===== config.mk =====
export PLATFORM = sky130hd
export DESIGN_NAME = arbitro_rr
export DESIGN_NICKNAME = d
export VERILOG_FILES = /design/src/rtl/arbitro_rr_pkg.sv /design/src/rtl/arbitro_rr_rr_grant.sv /design/src/rtl/arbitro_rr.sv
export SDC_FILE = /design/constraint.sdc
export NUM_CORES = 1
export LEC_CHECK = 0
export CAP_MARGIN = 20
export CELL_PAD_IN_SITES_DETAIL_PLACEMENT = 1
export CELL_PAD_IN_SITES_GLOBAL_PLACEMENT = 1
export CORE_UTILIZATION = 36
export CTS_CLUSTER_SIZE = 28
export DETAILED_ROUTE_END_ITERATION = 6
export HOLD_SLACK_MARGIN = 0.05
export MAX_ROUTING_LAYER = met4
export PLACE_DENSITY_LB_ADDON = 0.1
export SKIP_CTS_REPAIR_TIMING = 1
export SYNTH_ARGS = -nofsm -noshare
export SYNTH_HDL_FRONTEND = slang
export SYNTH_HIERARCHICAL = 1
export SYNTH_SLANG_ARGS = --single-unit

===== constraint.sdc =====
create_clock -name clk -period 3.98 [get_ports clk]
set_clock_uncertainty 0.15 [all_clocks]
set_input_delay 0.398 -clock clk [delete_from_list [all_inputs] [get_ports clk]]
set_output_delay 0.398 -clock clk [all_outputs]
set_load 0.03 [all_outputs]

===== src/rtl/arbitro_rr_pkg.sv =====
// Shared constants and FSM encoding for the round-robin FIFO arbiter.
package arbitro_rr_pkg;

    localparam int unsigned DATA_W   = 10;
    localparam int unsigned N_VC     = 4;
    localparam int unsigned DEST_LSB = 8;
    localparam int unsigned DEST_MSB = 9;
    localparam int unsigned DEST_W   = DEST_MSB - DEST_LSB + 1;
    localparam int unsigned CNT_W    = 5;
    localparam int unsigned IDX_W    = 2;

    typedef enum logic [1:0] {
        S_INIT   = 2'd0,
        S_IDLE   = 2'd1,
        S_ACTIVE = 2'd2
    } state_e;

endpackage


===== src/rtl/arbitro_rr_rr_grant.sv =====
// Round-robin priority encoder: first eligible source at or after ptr wins.
module rr_grant #(
    parameter int unsigned N     = 4,
    parameter int unsigned PTR_W = $clog2(N)
) (
    input  logic [N-1:0]     eligible,
    input  logic [PTR_W-1:0] ptr,
    output logic [N-1:0]     grant
);

    logic [PTR_W-1:0] pos;
    logic             found;

    always_comb begin
        grant = '0;
        found = 1'b0;
        pos   = '0;
        for (int k = 0; k < int'(N); k++) begin
            pos = ptr + PTR_W'(k);
            if (!found && eligible[pos]) begin
                grant[pos] = 1'b1;
                found      = 1'b1;
            end
        end
    end

endmodule


===== src/rtl/arbitro_rr.sv =====
// Round-robin arbiter moving words from N_VC show-ahead FIFOs to N_VC
// destination FIFOs, with per-destination push counters readable when idle.
module arbitro_rr #(
    parameter int unsigned DATA_W = arbitro_rr_pkg::DATA_W,
    parameter int unsigned N_VC   = arbitro_rr_pkg::N_VC
) (
    input  logic                             clk,
    input  logic                             reset,
    input  logic [N_VC-1:0]                  empty,
    input  logic [DATA_W-1:0]                data_in0,
    input  logic [DATA_W-1:0]                data_in1,
    input  logic [DATA_W-1:0]                data_in2,
    input  logic [DATA_W-1:0]                data_in3,
    input  logic [N_VC-1:0]                  alm_full,
    output logic [N_VC-1:0]                  pop,
    output logic [N_VC-1:0]                  push,
    output logic [DATA_W-1:0]                data_out,
    output logic                             idle,
    input  logic                             req,
    input  logic [arbitro_rr_pkg::IDX_W-1:0] idx,
    output logic [arbitro_rr_pkg::CNT_W-1:0] cnt_data,
    output logic                             cnt_valid
);

    import arbitro_rr_pkg::*;

    localparam int unsigned PTR_W = $clog2(N_VC);

    logic [DATA_W-1:0] head [N_VC];
    logic [N_VC-1:0]   eligible;
    logic [N_VC-1:0]   grant;
    logic [PTR_W-1:0]  ptr;
    logic [PTR_W-1:0]  ptr_nxt;
    logic [DATA_W-1:0] pop_word;
    logic [CNT_W-1:0]  cnt [N_VC];
    state_e            state;
    state_e            state_nxt;

    assign head[0] = data_in0;
    assign head[1] = data_in1;
    assign head[2] = data_in2;
    assign head[3] = data_in3;

    // A source may go only if its head's destination has room right now.
    always_comb begin
        eligible = '0;
        for (int i = 0; i < int'(N_VC); i++) begin
            eligible[i] = !empty[i] && !alm_full[head[i][DEST_MSB:DEST_LSB]];
        end
    end

    rr_grant #(
        .N     (N_VC),
        .PTR_W (PTR_W)
    ) u_rr_grant (
        .eligible (eligible),
        .ptr      (ptr),
        .grant    (grant)
    );

    always_comb begin
        pop_word = '0;
        ptr_nxt  = ptr;
        for (int i = 0; i < int'(N_VC); i++) begin
            if (pop[i]) begin
                pop_word = head[i];
                ptr_nxt  = PTR_W'(i + 1);
            end
        end
    end

    always_ff @(posedge clk or posedge reset) begin
        if (reset) begin
            state <= S_INIT;
        end else begin
            state <= state_nxt;
        end
    end

    // Grants are held off during INIT so the first pop follows a settled cycle.
    always_comb begin
        state_nxt = state;
        pop       = '0;
        case (state)
            S_INIT: begin
                state_nxt = S_IDLE;
            end
            S_IDLE: begin
                pop = grant;
                if (|eligible) begin
                    state_nxt = S_ACTIVE;
                end
            end
            S_ACTIVE: begin
                pop = grant;
                if (!(|eligible) && !(|push)) begin
                    state_nxt = S_IDLE;
                end
            end
            default: begin
                state_nxt = S_INIT;
            end
        endcase
    end

    assign idle = (state == S_IDLE) && (&empty);

    // One-cycle pipeline from pop to push; words are pushed regardless of alm_full.
    always_ff @(posedge clk or posedge reset) begin
        if (reset) begin
            ptr      <= '0;
            push     <= '0;
            data_out <= '0;
        end else begin
            push     <= '0;
            data_out <= '0;
            if (|pop) begin
                ptr                                   <= ptr_nxt;
                push[pop_word[DEST_MSB:DEST_LSB]]     <= 1'b1;
                data_out                              <= pop_word;
            end
        end
    end

    always_ff @(posedge clk or posedge reset) begin
        if (reset) begin
            for (int d = 0; d < int'(N_VC); d++) begin
                cnt[d] <= '0;
            end
            cnt_valid <= 1'b0;
            cnt_data  <= '0;
        end else begin
            for (int d = 0; d < int'(N_VC); d++) begin
                if (push[d]) begin
                    cnt[d] <= cnt[d] + 1'b1;
                end
            end
            cnt_valid <= req && idle;
            cnt_data  <= (req && idle) ? cnt[idx] : '0;
        end
    end

endmodule


==> run_results.csv <==
group,metric,value,unit
timing,max_slew_margin,62.1,%
final_layout,fin_cells,412,
clocking,cts_inserted_buffers,5,
critical_path,cp_max_fo,10,
grt,grt_start_max_net_pins,45,
yosys,synth_top_family_by_area,"compound AO/OA/AOI/OAI gates",
timing,rsz0062_at_grt,"no",
place,gp_congestion,0.833,
yosys,synth_compound_area_share,14.6,%
yosys,yosysTopAreaCell,"dfrtp_1",
critical_path,worst_r2r_endpoint,"data_out[5]",
floorplanning,start_util,37.8,%
timing,tns,0,ns
grt,grtUsageTotal,20.1,%
clocking,insertion_delay,0.30,ns
timing,fmax,0.264,GHz
route,drc,0,
route,firstDrtPassIters,4,
timing,fin_crit,3.78,ns
grt,grt_pass1_wl,11.4,mm
critical_path,critPathKind,"in2out",
floorplanning,boundaryPins,78,
critical_path,worst-r2r-cell-count,11,
grt,grtUsageMet1,25.9,%
grt,use_met3,3.89,%
pwr,leakage,1.58,nW
yosys,syn_nets,299,
floorplanning,dieArea,7550,um2
yosys,synthTopCellsByCount,"dfrtp_1 (44), nand2_1 (20), ha_1 (14)",
critical_path,arrival,3.24,ns
grt,antenna_found_initial,0,
yosys,yosys.area_share.xor_xnor,5.40,%
yosys,synth_seq_cells,44,
clocking,cts_tree,"yes",
final_layout,finalNetCount,382,
pwr,power,2.77,mW
grt,gr-usage-met2,32.9,%
yosys,ys.flop_type,"dfrtp_1",
yosys,netlist_area,2590,um2
floorplanning,die_x,86.9,um
yosys,ys_warn_count,6,
timing,setup_viol,0,
final_layout,fin_area,3610,um2
route,avgViaCountPerCell,5.23,
place,hpwlAfterDp,5.22,mm
yosys,async_flop_share,100,%
yosys,yosys.cell_count.top_type,"dfrtp_1",
clocking,clk_pin_slew,0.09,ns
critical_path,cp-start-kind,"primary input",
critical_path,critPathCaptureType,"primary output",
clocking,clockBufferDepth,2,
yosys,synth_fa_ha_area_share,6.75,%
yosys,synth_cell_types,39,
place,placed_area,3490,um2
min_path,min_path_type,"reg2reg",
yosys,synth_area_per_cell,11.2,um2
timing,worst_hold_slack,0.323,ns
critical_path,reg2reg_slack,0.72,ns
min_path,min_path_cells,1,
yosys,muxShareOfSynthArea,14.2,%
pwr,ir_worst_vdd,0.366,mV
critical_path,cp-startpoint,"data_in2[8]",
clocking,htreeDepth,2,
timing,worst_slew_pin_slew,0.569,ns
clocking,cts_root_buffer,"clkbuf_8",
status,outcome,"finished clean",
critical_path,r2r_start,"ptr[1]",
route,vias,2155,
final_layout,n_antenna_cell,0,
route,wire_per_inst,16.2,um
yosys,synthTopCellsByArea,"dfrtp_1 (42%), ha_1 (6.8%), mux4_2 (6.1%), mux4_1 (4.1%), xnor2_1 (4.1%)",
yosys,yosysSeqAreaShare,42.4,%
yosys,synth-simple-area-share,13.5,%
flow_run,max_cap_viol_count,0,
grt,grt_busiest_layer,"met2",
route,drt_wl_total,6.69,mm
min_path,min_delay_worst_endpoint,"cnt[19]",
floorplanning,die-height,86.9,um
yosys,synth_edf_count,0,
critical_path,worstPathRequired,3.43,ns
clocking,clkSinkCount,44,
route,drt_iter0_drc,72,
yosys,synth_top_area_share,42.4,%
grt,grt_overflow,0,
place,placedCellCount,404,
min_path,hp-start,"cnt[19]",
timing,fin_crit_sh,95.1,%
floorplanning,coreArea,6870,um2
timing,drv_slew,0,
floorplanning,num_rows,30,
pwr,powerDensity,768,nW/um2
route,antenna_left,0,
place,portBuffers,77,
final_layout,area_growth,39.1,%
grt,grt_pass1_vias,2313,
yosys,netlist_instances,232,
timing,hold_viol_final,0,
final_layout,drive_gt1_share,11.4,%
==> cell type report <==
class	count	area, um2
tap	96	120
clock buffer	6	82.6
clock inverter	2	38.8
multi-input combinational	169	1420
timing repair buffer	83	806
sequential	44	1100
inverter	12	45.0
fill	726	3260
==> metal layers <==
| layer | up-vias | part of all wire (%) |
|---|---|---|
| li1 | 1030 | - |
| met1 | 1062 | 45 |
| met2 | 54 | 50 |
| met3 | 9 | 4.2 |
| met4 | 0 | 0.97 |
| met5 | - | 0 |
==> sequential cells by signal, summed over array words and instances, names as in the netlist <==
register	flops
ptr	2
data_out	10
push	4
cnt_valid	1
state	2
cnt_data	5
cnt	20
==> cells by family (layout without fill, tap and decap cells) <==
logic type               Yosys count  count (layout)
AND/OR/NAND/NOR                   65              65
multiplexers                      21              21
AO/OA/AOI/OAI                     53              53
flip-flops                        44              44
buffers and inverters             19             103
XOR/XNOR                          16              16
adder cells (fa/ha/maj)           14              14
==> cells in the final DEF (no fill, tap or decap), types with 2 or more instances in the layout <==
cell type	netlist	routed
a21o_2	4	4
o22ai_1	7	7
dfrtp_1	44	44
a221oi_1	9	9
nand2_1	20	20
and2_1	5	4
a211oi_1	3	3
nor2_1	9	9
nand3_1	4	4
inv_1	11	10
mux4_2	7	7
a21oi_1	8	8
clkdlybuf4s50_1	0	73
buf_4	0	10
clkinv_1	1	2
clkbuf_8	0	6
mux2_2	4	4
a21o_1	7	7
xor2_1	4	4
mux4_1	4	4
xnor2_1	12	12
nor2b_1	8	8
nand4_1	8	8
a22o_1	2	2
mux2i_1	6	6
ha_1	14	14
and3_1	5	5
o21ai_0	5	5
o211ai_1	4	4
==> power breakdown <==
group          leakage (nW)  internal (mW)  switching [mW]
sequential            0.566          0.619           0.166
combinational         0.951          0.744           0.872
clock                0.0614          0.205           0.163
total                  1.58           1.57            1.20
==> how the worst max path moves through the flow <==
stage,endpoint,slack [ns],cells past startpoint
finish,pop[0],0.20,9
global route,pop[0],0.04,9
CTS,pop[0],0.08,9
detailed placement,data_out[6],0.07,12
global placement,pop[0],0.17,9
floorplan,pop[3],0.62,10
==> critical path, stage by stage <==
cell             delay [ns]
clkdlybuf4s50_1        0.51
mux4_1                 0.55
nor2_1                 0.32
mux4_2                 0.45
a21oi_1                0.07
a21o_2                 0.19
o211ai_1               0.20
and2_2                 0.34
buf_4                  0.20
==> stage by stage <==
step	util (%)	worst slack (ns)
6_report	52.5	0.196
5_1_grt	52.5	0.0364
4_1_cts	52.5	0.0815
3_5_place_dp	50.7	0.0744
3_3_place_gp	50.7	0.167
2_1_floorplan	-	0.623
Power figures use the tool's default switching activity.
